<file path="src/rtl/stopwatch_pkg.sv">
// Shared definitions for the stopwatch button path: FSM encoding and
// elaboration-time helpers for counter and divider sizing.
package stopwatch_pkg;

   typedef enum logic [1:0] {
      ARM     = 2'd0,
      IDLE    = 2'd1,
      PRESSED = 2'd2,
      LONG    = 2'd3
   } state_t;

   function automatic int clog2(input int value);
      int result;
      result = 0;
      for (int i = 0; i < 32; i++) begin
         if ((64'd1 << i) < 64'(value)) begin
            result = i + 1;
         end
      end
      return result;
   endfunction

   function automatic int max_of(input int a, input int b);
      return (a > b) ? a : b;
   endfunction

   function automatic int div_of(input int clk_hz, input int tick_hz);
      return clk_hz / tick_hz;
   endfunction

endpackage

</file>
<file path="src/rtl/tick_gen.sv">
// Restartable tick divider: a synchronous clear lets the caller align
// ticks exactly to an event edge, unlike a free-running divider.
module tick_gen
   import stopwatch_pkg::*;
#(
   parameter int DIV = 10
) (
   input  logic clk,
   input  logic rst,
   input  logic clr,
   output logic tick
);

   localparam int W = clog2(DIV);
   localparam logic [W-1:0] LAST = W'(DIV - 1);

   logic [W-1:0] count_r;

   // Divider count: clear, wrap at DIV-1, otherwise increment.
   always_ff @(posedge clk or posedge rst) begin
      if (rst) begin
         count_r <= {W{1'b0}};
      end else if (clr) begin
         count_r <= {W{1'b0}};
      end else if (count_r == LAST) begin
         count_r <= {W{1'b0}};
      end else begin
         count_r <= count_r + W'(1);
      end
   end

   assign tick = (count_r == LAST);

endmodule

</file>
<file path="src/rtl/button_event_decoder.sv">
// Turns the debounced button level into single-cycle press, short, long,
// repeat and release events, timed from the press edge.
module button_event_decoder
   import stopwatch_pkg::*;
#(
   parameter int BOARD_CLOCK_FREQUENCY_IN_HZ = 100_000_000,
   parameter int TICK_RATE_HZ                = 1000,
   parameter int LONG_PRESS_TICKS            = 1000,
   parameter int REPEAT_TICKS                = 200
) (
   input  logic clk,
   input  logic rst,
   input  logic btn_in,
   output logic press_pulse,
   output logic short_pulse,
   output logic long_pulse,
   output logic repeat_pulse,
   output logic release_pulse,
   output logic held
);

   localparam int DIV   = div_of(BOARD_CLOCK_FREQUENCY_IN_HZ, TICK_RATE_HZ);
   localparam int CNT_W = clog2(max_of(LONG_PRESS_TICKS, REPEAT_TICKS) + 1);
   localparam logic [CNT_W-1:0] LONG_LAST   = CNT_W'(LONG_PRESS_TICKS);
   localparam logic [CNT_W-1:0] REPEAT_LAST = CNT_W'(REPEAT_TICKS);
   localparam bit REPEAT_EN = (REPEAT_TICKS != 0);

   state_t           state_r, state_s;
   logic [CNT_W-1:0] cnt_r, cnt_s;
   logic             clr_s, tick_s;
   logic             press_s, short_s, long_s, repeat_s, release_s, held_s;
   logic             press_r, short_r, long_r, repeat_r, release_r, held_r;

   tick_gen #(.DIV(DIV)) u_tick_gen (
      .clk  (clk),
      .rst  (rst),
      .clr  (clr_s),
      .tick (tick_s)
   );

   // Next-state, tick counting and event decode; release beats a coincident tick.
   always_comb begin
      state_s   = state_r;
      cnt_s     = cnt_r;
      clr_s     = 1'b0;
      press_s   = 1'b0;
      short_s   = 1'b0;
      long_s    = 1'b0;
      repeat_s  = 1'b0;
      release_s = 1'b0;
      case (state_r)
         ARM: begin
            if (!btn_in) state_s = IDLE;
            else         state_s = ARM;
         end
         IDLE: begin
            if (btn_in) begin
               state_s = PRESSED;
               press_s = 1'b1;
               clr_s   = 1'b1;
               cnt_s   = {CNT_W{1'b0}};
            end else begin
               state_s = IDLE;
            end
         end
         PRESSED: begin
            if (!btn_in) begin
               state_s   = IDLE;
               short_s   = 1'b1;
               release_s = 1'b1;
            end else if (tick_s) begin
               if ((cnt_r + CNT_W'(1)) == LONG_LAST) begin
                  state_s = LONG;
                  long_s  = 1'b1;
                  cnt_s   = {CNT_W{1'b0}};
               end else begin
                  cnt_s = cnt_r + CNT_W'(1);
               end
            end else begin
               cnt_s = cnt_r;
            end
         end
         LONG: begin
            if (!btn_in) begin
               state_s   = IDLE;
               release_s = 1'b1;
            end else if (tick_s && REPEAT_EN) begin
               if ((cnt_r + CNT_W'(1)) == REPEAT_LAST) begin
                  repeat_s = 1'b1;
                  cnt_s    = {CNT_W{1'b0}};
               end else begin
                  cnt_s = cnt_r + CNT_W'(1);
               end
            end else begin
               cnt_s = cnt_r;
            end
         end
         default: begin
            state_s = ARM;
         end
      endcase
      held_s = (state_s == PRESSED) || (state_s == LONG);
   end

   // State, counter and registered event outputs.
   always_ff @(posedge clk or posedge rst) begin
      if (rst) begin
         state_r   <= ARM;
         cnt_r     <= {CNT_W{1'b0}};
         press_r   <= 1'b0;
         short_r   <= 1'b0;
         long_r    <= 1'b0;
         repeat_r  <= 1'b0;
         release_r <= 1'b0;
         held_r    <= 1'b0;
      end else begin
         state_r   <= state_s;
         cnt_r     <= cnt_s;
         press_r   <= press_s;
         short_r   <= short_s;
         long_r    <= long_s;
         repeat_r  <= repeat_s;
         release_r <= release_s;
         held_r    <= held_s;
      end
   end

   assign press_pulse   = press_r;
   assign short_pulse   = short_r;
   assign long_pulse    = long_r;
   assign repeat_pulse  = repeat_r;
   assign release_pulse = release_r;
   assign held          = held_r;

endmodule

</file>
<file path="config.mk">
export PLATFORM = sky130hd
export DESIGN_NAME = button_event_decoder
export DESIGN_NICKNAME = d
export VERILOG_FILES = /design/src/rtl/stopwatch_pkg.sv /design/src/rtl/tick_gen.sv /design/src/rtl/button_event_decoder.sv
export SDC_FILE = /design/constraint.sdc
export NUM_CORES = 1
export LEC_CHECK = 0
export BUFFER_PORTS_ARGS = -buffer_cell sky130_fd_sc_hd__buf_2
export CAP_MARGIN = 30
export CORE_MARGIN = 1
export CORE_UTILIZATION = 48
export CTS_CLUSTER_DIAMETER = 60
export CTS_CLUSTER_SIZE = 25
export DETAILED_ROUTE_END_ITERATION = 8
export PLACE_DENSITY = 0.69
export RECOVER_POWER = 50
export SYNTH_ARGS = -nofsm -noshare
export SYNTH_HDL_FRONTEND = slang
export SYNTH_SLANG_ARGS = --single-unit
export TNS_END_PERCENT = 30
</file>
<file path="constraint.sdc">
create_clock -name clk -period 5 [get_ports clk]
set_input_delay 1 -clock clk [delete_from_list [all_inputs] [get_ports clk]]
set_output_delay 1 -clock clk [all_outputs]
set_load 0.02 [all_outputs]
</file>
==> results of run 1 <==
stage by stage:
stage / area (um2) / total power (uW) / hold WS [ps] / cells / setup WS (ps)
floorplan: 1840 / 358 / 455 / 198 / 3040
global placement: 1920 / 370 / 478 / 248 / 2880
detailed placement: 1920 / 373 / 483 / 248 / 2790
CTS: 2020 / 595 / 497 / 256 / 2850
global route: 2010 / 616 / 514 / 256 / 2180
finish: 2010 / 588 / 496 / 256 / 2590
registers in the layout (all words and copies together) (netlist names):
signal,flops
u_tick_gen.count_r,17
cnt_r,10
state_r,2
held,1
long_pulse,1
press_pulse,1
release_pulse,1
repeat_pulse,1
short_pulse,1
critical path, stage by stage:
cell	delay, ps
buf_2	90
inv_1	40
clkbuf_1	1300
path summary, 6_finish.rpt:
path	from	end	slack, ps
max in group clk	cnt_r[0]	cnt_r[5]	2860
min in group asynchronous	rst	long_pulse	1360
min	u_tick_gen.count_r[0]	u_tick_gen.count_r[0]	500
max reg2reg	cnt_r[0]	cnt_r[5]	2860
min reg2reg	u_tick_gen.count_r[0]	u_tick_gen.count_r[0]	500
max	rst	u_tick_gen.count_r[10]	2590
cell type report:
class / instances / area share, %
flip-flops and latches: 35 / 43.5
inverters: 10 / 1.86
well taps: 48 / 2.98
repair buffers: 9 / 2.18
clock buffers: 8 / 4.97
multi-input cells: 146 / 44.5
cell families (layout without fill, tap and decap cells):
kind of cell | Yosys count | count (layout) | share of synthesized area (%)
AOI/OAI and AO/OA | 38 | 38 | 13.8
xor gates and xnor gates | 14 | 14 | 6.66
DFF | 35 | 35 | 47.6
adders and majority gates | 2 | 2 | 1.36
muxes | 2 | 2 | 1.09
buffers and inverters | 17 | 27 | 3.80
and+or+nand+nor | 90 | 90 | 25.7
per-layer routing:
metal  up-vias  global-route usage [%]  share of wire [%]
li1        724                       -                  -
met1       717                    26.5                 44
met2        34                    34.3                 50
met3         4                    4.82                4.9
met4         0                    6.53               0.74
met5         -                       0                  0
where the power goes:
group / internal [uW] / switching (uW)
Combinational: 18.8 / 30.6
Clock: 126 / 95.4
Sequential: 300 / 17.5
Total: 445 / 144
layout by cell type (no fill, tap or decap), drive strengths merged, types with 6 or more instances in the layout:
cell type  synthesis  routed
dfrtp             35      35
nor2              20      20
nand2             19      19
o21ai             15      15
nand3             13      13
xor2              11      11
inv               10      10
clkbuf             4       9
buf                3       8
a21oi              6       6
==> results.sh, run 1 <==
export IMPL_start_kind="primary input"
export IMPL_htreeDepth=2
export IMPL_clock_sinks=35
export IMPL_syn_avg_cell_area_um2=9.30
export IMPL_drt_vias_per_instance=5.78
export IMPL_clockRootBuffer="clkbuf_8"
export IMPL_yosysMostFrequentCell="dfrtp_1"
export IMPL_grt_max_degree=36
export IMPL_cp_max_fo=35
export IMPL_drc=0
export IMPL_drt_iter0_drc=71
export IMPL_ys_flop_type="dfrtp_1"
export IMPL_worst_pin_slew_ps=1820
export IMPL_detailedPlacementHpwl_um=2590
export IMPL_grt_pass1_wl_um=6470
export IMPL_cts_max_path_buffers=2
export IMPL_clk_transition_reported_paths_ps=60
export IMPL_wl_um=3640
export IMPL_final_util_pct=55.0
export IMPL_num_rows=22
export IMPL_p_per_area_nw_per_um2=292
export IMPL_fin_crit_ps=2410
export IMPL_syn_nets=203
export IMPL_cp_end_kind="asynchronous set/reset pin"
export IMPL_synthTopCellsByArea="dfrtp_1 (48%), xor2_1 (5.2%), nor2_1 (4.1%)"
export IMPL_rsz0062_at_grt="false"
export IMPL_finalSetupViolCount=0
export IMPL_yosysTopAreaCell="dfrtp_1"
export IMPL_first_global_vias=1438
export IMPL_ios=9
export IMPL_irDropWorstVdd_uv=164
export IMPL_synth_top_area_share_pct=47.6
export IMPL_holdBufCountCts=0
export IMPL_ys_warn_count=0
export IMPL_crit_type="primary input to asynchronous set/reset pin"
export IMPL_ant_nets=0
export IMPL_synth_cell_types=41
export IMPL_violations="max-capacitance violations, max-slew violations"
export IMPL_antenna_found_initial=0
export IMPL_die_h_um=63.9
export IMPL_relSlewSlack_pct=-21.2
export IMPL_cts_tree="yes"
export IMPL_die_x_um=63.9
export IMPL_dieArea_um2=4090
export IMPL_multi_input_area_um2=896
export IMPL_area_delta_synth_final_pct=9.31
export IMPL_hp_class="flip-flop to flip-flop"
export IMPL_first_pass_iters=5
export IMPL_register_area_um2=876
export IMPL_min_path_cells=1
export IMPL_synth_area_um2=1840
export IMPL_track_usage_pct=20.7
export IMPL_async_flop_share_pct=100
export IMPL_arrival_ps=2450
export IMPL_drv_slew=36
export IMPL_core_um2=3660
export IMPL_gp_congestion=0.889
export IMPL_drive_gt1_share_pct=10.6
export IMPL_postCtsResizedCells=0
export IMPL_vias=1479
export IMPL_period_share_pct=48.1
export IMPL_post_cts_buffers=0
export IMPL_cts_inserted_buffers=5
export IMPL_synth_edff_count=0
export IMPL_start_util_pct=50.3
export IMPL_max_freq_mhz=416
export IMPL_synthesis_instances=198
export IMPL_fillers=334
export IMPL_synth_common_cells="dfrtp_1 (35), nor2_1 (20), nand2_1 (19), nand3_1 (12)"
export IMPL_synth_seq_cells=35
export IMPL_cp_required_ps=5040
export IMPL_fin_worst_skew_ps=5.85
export IMPL_hold_viol=0
export IMPL_grt_remaining_overflow=0
export IMPL_portBuffers=8
export IMPL_drv_cap=1
export IMPL_nets=212
export IMPL_seq_area_frac_synth_pct=47.6
export IMPL_leakage_uw=0.000898
export IMPL_status="finished with violations"
export IMPL_clock_latency_ps=280
export IMPL_tns_ps=0
export IMPL_diodes=0
export IMPL_r2r_cells=7
export IMPL_wire_per_inst_um=14.2
Power figures use the tool's default switching activity.
==> run 2, diff against run 1 <==
--- a/config.mk
+++ b/config.mk
@@ -5,6 +5,7 @@
 export SDC_FILE = /design/constraint.sdc
 export NUM_CORES = 1
 export LEC_CHECK = 0
+export ABC_AREA = 1
 export BUFFER_PORTS_ARGS = -buffer_cell sky130_fd_sc_hd__buf_2
 export CAP_MARGIN = 30
 export CORE_MARGIN = 1
@@ -12,7 +13,7 @@
 export CTS_CLUSTER_DIAMETER = 60
 export CTS_CLUSTER_SIZE = 25
 export DETAILED_ROUTE_END_ITERATION = 8
-export PLACE_DENSITY = 0.69
+export PLACE_DENSITY = 0.71
 export RECOVER_POWER = 50
 export SYNTH_ARGS = -nofsm -noshare
 export SYNTH_HDL_FRONTEND = slang
==> constraint.sdc (replaced) <==
create_clock -name clk -period 2.02 [get_ports clk]
set_input_delay 0.404 -clock clk [delete_from_list [all_inputs] [get_ports clk]]
set_output_delay 0.404 -clock clk [all_outputs]
set_load 0.02 [all_outputs]
==> run 2 against run 1 <==
Effect of this change:
- the flow now finishes without violations
- global-route usage barely moved
- core utilization rose by 3.2 points
- clock power rose to 3.5 times the previous value
- highest routed layer unchanged
==> results.sh, run 2 <==
export IMPL_place_inst=310
export IMPL_postCtsResizedCells=0
export IMPL_r2r_cells=11
export IMPL_drt_vias_per_instance=5.08
export IMPL_multi_input_area_um2=960
export IMPL_top_register="u_tick_gen.count_r"
export IMPL_leakage_uw=0.000999
export IMPL_grt_max_degree=36
export IMPL_antenna_found_initial=0
export IMPL_wire_per_inst_um=12.1
export IMPL_area_delta_synth_final_pct=11.8
export IMPL_holdBufCountCts=0
export IMPL_final_cells=318
export IMPL_top_regs="u_tick_gen.count_r (17), cnt_r (10), state_r (2)"
export IMPL_nets=274
export IMPL_status="finished, final reports clean"
export IMPL_drv_slew=0
export IMPL_yosysMostFrequentCell="nand2_1"
export IMPL_async_flop_share_pct=100
export IMPL_seq_area_frac_synth_pct=44.2
export IMPL_worst_slack_ps=247
export IMPL_finalSetupViolCount=0
export IMPL_crit_type="flip-flop to flip-flop"
export IMPL_register_area_um2=876
export IMPL_die_h_um=66.2
export IMPL_cts_tree="yes"
export IMPL_yosysTopAreaCell="dfrtp_1"
export IMPL_tns_ps=0
export IMPL_syn_avg_cell_area_um2=7.82
export IMPL_start_util_pct=52.1
export IMPL_synth_seq_cells=35
export IMPL_htreeDepth=2
export IMPL_ys_warn_count=0
export IMPL_final_cell_mix="nand2_1 (65), dfrtp_1 (35), nor2_1 (34), inv_1 (31), nand3_1 (12)"
export IMPL_dp_slack_ps=289
export IMPL_irDropWorstVdd_uv=396
export IMPL_start_kind="flip-flop"
export IMPL_vias=1615
export IMPL_clk_transition_reported_paths_ps=80
export IMPL_first_pass_iters=4
export IMPL_min_delay_start="btn_in"
export IMPL_portBuffers=8
export IMPL_clock_latency_ps=290
export IMPL_hold_viol=0
export IMPL_syn_nets=258
export IMPL_synthTopCellsByArea="dfrtp_1 (44%), nand2_1 (12%), nor2_1 (6.4%)"
export IMPL_ant_nets=0
export IMPL_drt_iter0_drc=122
export IMPL_min_path_cells=2
export IMPL_synth_common_cells="nand2_1 (65), dfrtp_1 (35), nor2_1 (34), inv_1 (31), nand3_1 (12)"
export IMPL_synth_edff_count=0
export IMPL_r2r_end="u_tick_gen.count_r[16]"
export IMPL_track_usage_pct=20.7
export IMPL_rsz0062_at_grt="false"
export IMPL_fin_worst_skew_ps=10.6
export IMPL_drv_cap=0
export IMPL_cts_max_path_buffers=2
export IMPL_post_cts_buffers=0
export IMPL_p_per_area_nw_per_um2=798
export IMPL_period_share_pct=87.8
export IMPL_final_common_cell="nand2_1"
export IMPL_synth_cell_types=32
export IMPL_drc=0
export IMPL_synth_area_um2=1980
export IMPL_relSlewSlack_pct=43.7
export IMPL_ios=9
export IMPL_worst_pin_slew_ps=844
export IMPL_ys_flop_type="dfrtp_1"
export IMPL_max_freq_mhz=564
export IMPL_grt_remaining_overflow=0
export IMPL_arrival_ps=2000
export IMPL_drive_gt1_share_pct=18.5
export IMPL_clockRootBuffer="clkbuf_8"
export IMPL_hp_class="primary input to flip-flop"
export IMPL_cp_required_ps=2250
export IMPL_largest_reg_flops=17
export IMPL_cp_end_kind="flip-flop"
export IMPL_detailedPlacementHpwl_um=2770
export IMPL_clock_sinks=35
export IMPL_core_um2=3800
export IMPL_fillers=349
export IMPL_diodes=0
export IMPL_grt_pass1_wl_um=6780
export IMPL_rrSetupSlack_ps=250
export IMPL_r2r_start="u_tick_gen.count_r[0]"
export IMPL_cp_max_fo=3
export IMPL_cts_inserted_buffers=5
export IMPL_synthesis_instances=253
export IMPL_num_rows=22
export IMPL_gp_congestion=0.821
export IMPL_worstSetupStartpoint="u_tick_gen.count_r[0]"
export IMPL_fin_crit_ps=1770
export IMPL_hold_end="release_pulse"
export IMPL_die_x_um=66.2
export IMPL_synth_top_area_share_pct=44.2
export IMPL_dieArea_um2=4380
export IMPL_first_global_vias=1512
export IMPL_wl_um=3840
==> run 2: worst max-delay path by stage <==
stage | to | slack (ps)
2_1_floorplan | cnt_r[8] | 470
3_3_place_gp | cnt_r[6] | 320
3_5_place_dp | cnt_r[6] | 290
4_1_cts | cnt_r[6] | 260
5_1_grt | u_tick_gen.count_r[16] | 50
6_report | u_tick_gen.count_r[16] | 250
==> run 2: per-stage QoR <==
stage	instance area (um2)	utilization (%)	hold slack, ps	power, uW
5_1_grt	2210	58.2	328	1850
3_3_place_gp	2080	54.8	445	1000
3_5_place_dp	2080	54.8	467	1020
4_1_cts	2220	58.4	207	1780
2_1_floorplan	1980	-	433	961
6_report	2210	58.2	316	1770
==> run 2: power breakdown <==
part	switching, uW	internal [uW]	total [uW]
sequential	50.0	756	806
combinational	129	66.0	195
clock	273	492	765
==> run 2: final cells by class <==
type / instances / share of cell area, %
inverter: 34 / 5.77
multi-input combinational: 183 / 43.4
clock inverter: 3 / 3.05
sequential: 35 / 39.6
timing repair buffer: 10 / 2.38
clock buffer: 5 / 3.11
tap: 48 / 2.71
==> run 2: critical path, stage by stage (launching register included) <==
cell and delay [ps]:
dfrtp_1 390, ha_1 190, nand2_1 120, nor2_4 170, nand2_2 90, nor2_4 110, nand2_2 80, nor2_4 110
nand3_2 100, o21ai_1 180, nand2_1 80, nor2_1 90
==> run 2: kinds of logic (layout without fill, tap and decap cells) <==
group	count (synthesis)	in the layout	synth area share (%)
xor+xnor	4	4	1.77
compound gates	22	22	6.26
buf+inv	35	52	7.02
flops	35	35	44.2
fa+ha+maj	2	2	1.26
simple gates	155	155	39.4
==> run 2: per-layer routing <==
layer	routed length [um]	share of wire (%)	global-route usage, %
met2	1760	46	31.1
met4	44	1.1	5.59
met5	0	0	0
met1	1870	49	28.7
met3	173	4.5	6.21
==> run 3, diff against run 2 <==
--- a/config.mk
+++ b/config.mk
@@ -14,7 +14,6 @@
 export CTS_CLUSTER_SIZE = 25
 export DETAILED_ROUTE_END_ITERATION = 8
 export PLACE_DENSITY = 0.71
-export RECOVER_POWER = 50
 export SYNTH_ARGS = -nofsm -noshare
 export SYNTH_HDL_FRONTEND = slang
 export SYNTH_SLANG_ARGS = --single-unit
==> run 3 against run 2 <==
Effect of this change:
- routed wire length about the same
- fmax is essentially flat
- die area unchanged
- non-clock buffer count unchanged
- sequential share of layout area down 0.13 points
- critical path depth unchanged
- cell count did not move
- cell area grew 0.34%
- critical path type unchanged
- critical endpoint unchanged
==> results.sh, run 3 (same netlist as run 2, synthesis figures left out) <==
export IMPL_ios=9
export IMPL_arrival_ps=2000
export IMPL_irDropWorstVdd_uv=396
export IMPL_max_freq_mhz=564
export IMPL_status="finished, final reports clean"
export IMPL_top_register="u_tick_gen.count_r"
export IMPL_p_per_area_nw_per_um2=796
export IMPL_die_x_um=66.2
export IMPL_r2r_start="u_tick_gen.count_r[0]"
export IMPL_cts_inserted_buffers=5
export IMPL_final_common_cell="nand2_1"
export IMPL_die_h_um=66.2
export IMPL_hold_viol=0
export IMPL_vias=1622
export IMPL_fin_worst_skew_ps=10.5
export IMPL_fin_area_um2=2220
export IMPL_drt_iter0_drc=132
export IMPL_cts_tree="yes"
export IMPL_nets=274
export IMPL_drv_slew=0
export IMPL_gp_congestion=0.821
export IMPL_wire_per_inst_um=12.1
export IMPL_holdBufCountCts=0
export IMPL_first_global_vias=1512
export IMPL_period_share_pct=87.8
export IMPL_start_util_pct=52.1
export IMPL_drv_cap=0
export IMPL_htreeDepth=2
export IMPL_portBuffers=8
export IMPL_dpl_cell_area_um2=2080
export IMPL_wl_um=3840
export IMPL_top_regs="u_tick_gen.count_r (17), cnt_r (10), state_r (2)"
export IMPL_num_rows=22
export IMPL_finalSetupViolCount=0
export IMPL_cp_end_kind="flip-flop"
export IMPL_clock_latency_ps=300
export IMPL_leakage_uw=0.00100
export IMPL_track_usage_pct=20.7
export IMPL_r2r_cells=11
export IMPL_grt_max_degree=36
export IMPL_drt_vias_per_instance=5.10
export IMPL_place_inst=310
export IMPL_tns_ps=0
export IMPL_core_um2=3800
export IMPL_diodes=0
export IMPL_start_kind="flip-flop"
export IMPL_final_cells=318
export IMPL_relSlewSlack_pct=71.2
export IMPL_final_cell_mix="nand2_1 (65), dfrtp_1 (35), nor2_1 (34), inv_1 (31), nand3_1 (12)"
export IMPL_r2r_end="u_tick_gen.count_r[16]"
export IMPL_rrSetupSlack_ps=250
export IMPL_rsz0062_at_grt="false"
export IMPL_drive_gt1_share_pct=18.9
export IMPL_post_cts_buffers=0
export IMPL_crit_type="flip-flop to flip-flop"
export IMPL_first_pass_iters=4
export IMPL_cts_max_path_buffers=2
export IMPL_antenna_found_initial=0
export IMPL_worstSetupStartpoint="u_tick_gen.count_r[0]"
export IMPL_grt_remaining_overflow=0
export IMPL_cp_required_ps=2250
export IMPL_ant_nets=0
export IMPL_postCtsResizedCells=0
export IMPL_fin_crit_ps=1770
export IMPL_drc=0
export IMPL_clockRootBuffer="clkbuf_8"
export IMPL_worst_pin_slew_ps=432
export IMPL_cp_max_fo=3
export IMPL_endpoint="u_tick_gen.count_r[16]"
export IMPL_area_delta_synth_final_pct=12.1
export IMPL_grt_pass1_wl_um=6780
export IMPL_clock_sinks=35
export IMPL_largest_reg_flops=17
export IMPL_dieArea_um2=4380
export IMPL_detailedPlacementHpwl_um=2770
export IMPL_hp_class="primary input to asynchronous set/reset pin"
export IMPL_clk_transition_reported_paths_ps=80
run 3: final cells by class:
cell class	count	area [um2]
clock inverter	3	67.6
clock buffer	5	68.8
multi-input combinational	183	965
timing repair buffer	10	55.1
tap	48	60.1
inverter	34	128
fill	349	1580
sequential	35	876
run 3: through the flow:
| step | worst slack, ps | power, uW | utilization (%) | hold slack (ps) |
|---|---|---|---|---|
| 5_1_grt | 51.6 | 1850 | 58.4 | 227 |
| 3_5_place_dp | 289 | 1020 | 54.8 | 467 |
| 3_3_place_gp | 321 | 1000 | 54.8 | 445 |
| 2_1_floorplan | 469 | 961 | - | 433 |
| 4_1_cts | 263 | 1780 | 58.4 | 207 |
| 6_report | 247 | 1770 | 58.4 | 189 |
run 3: per-layer routing:
layer	vias to the layer above	GRT usage, %	wire length, um
met4	0	5.59	35
met3	4	6.21	194
met2	31	31.1	1760
met1	756	28.7	1850
met5	-	0	0
li1	831	-	-
run 3: critical path, cell delays in order, from the launching register on:
cell and delay (ps):
dfrtp_1 390, ha_1 190, nand2_1 110, nor2_4 170
nand2_2 90, nor2_4 110, nand2_2 80, nor2_4 110
nand3_2 100, o21ai_1 180, nand2_1 80, nor2_1 90
run 3: where the power goes:
| group | internal (uW) | switching, uW | total [uW] |
|---|---|---|---|
| sequential | 756 | 49.2 | 805 |
| clock | 492 | 274 | 767 |
| combinational | 67.0 | 129 | 196 |
run 3: worst min path at each step:
stage	startpoint	endpoint	slack, ps	cells after the start
finish	rst	u_tick_gen.count_r[15]	190	3
global route	rst	u_tick_gen.count_r[13]	230	3
CTS	rst	u_tick_gen.count_r[15]	210	3
detailed placement	u_tick_gen.count_r[0]	u_tick_gen.count_r[0]	470	1
global placement	u_tick_gen.count_r[0]	u_tick_gen.count_r[0]	440	1
floorplan	u_tick_gen.count_r[0]	u_tick_gen.count_r[0]	430	1
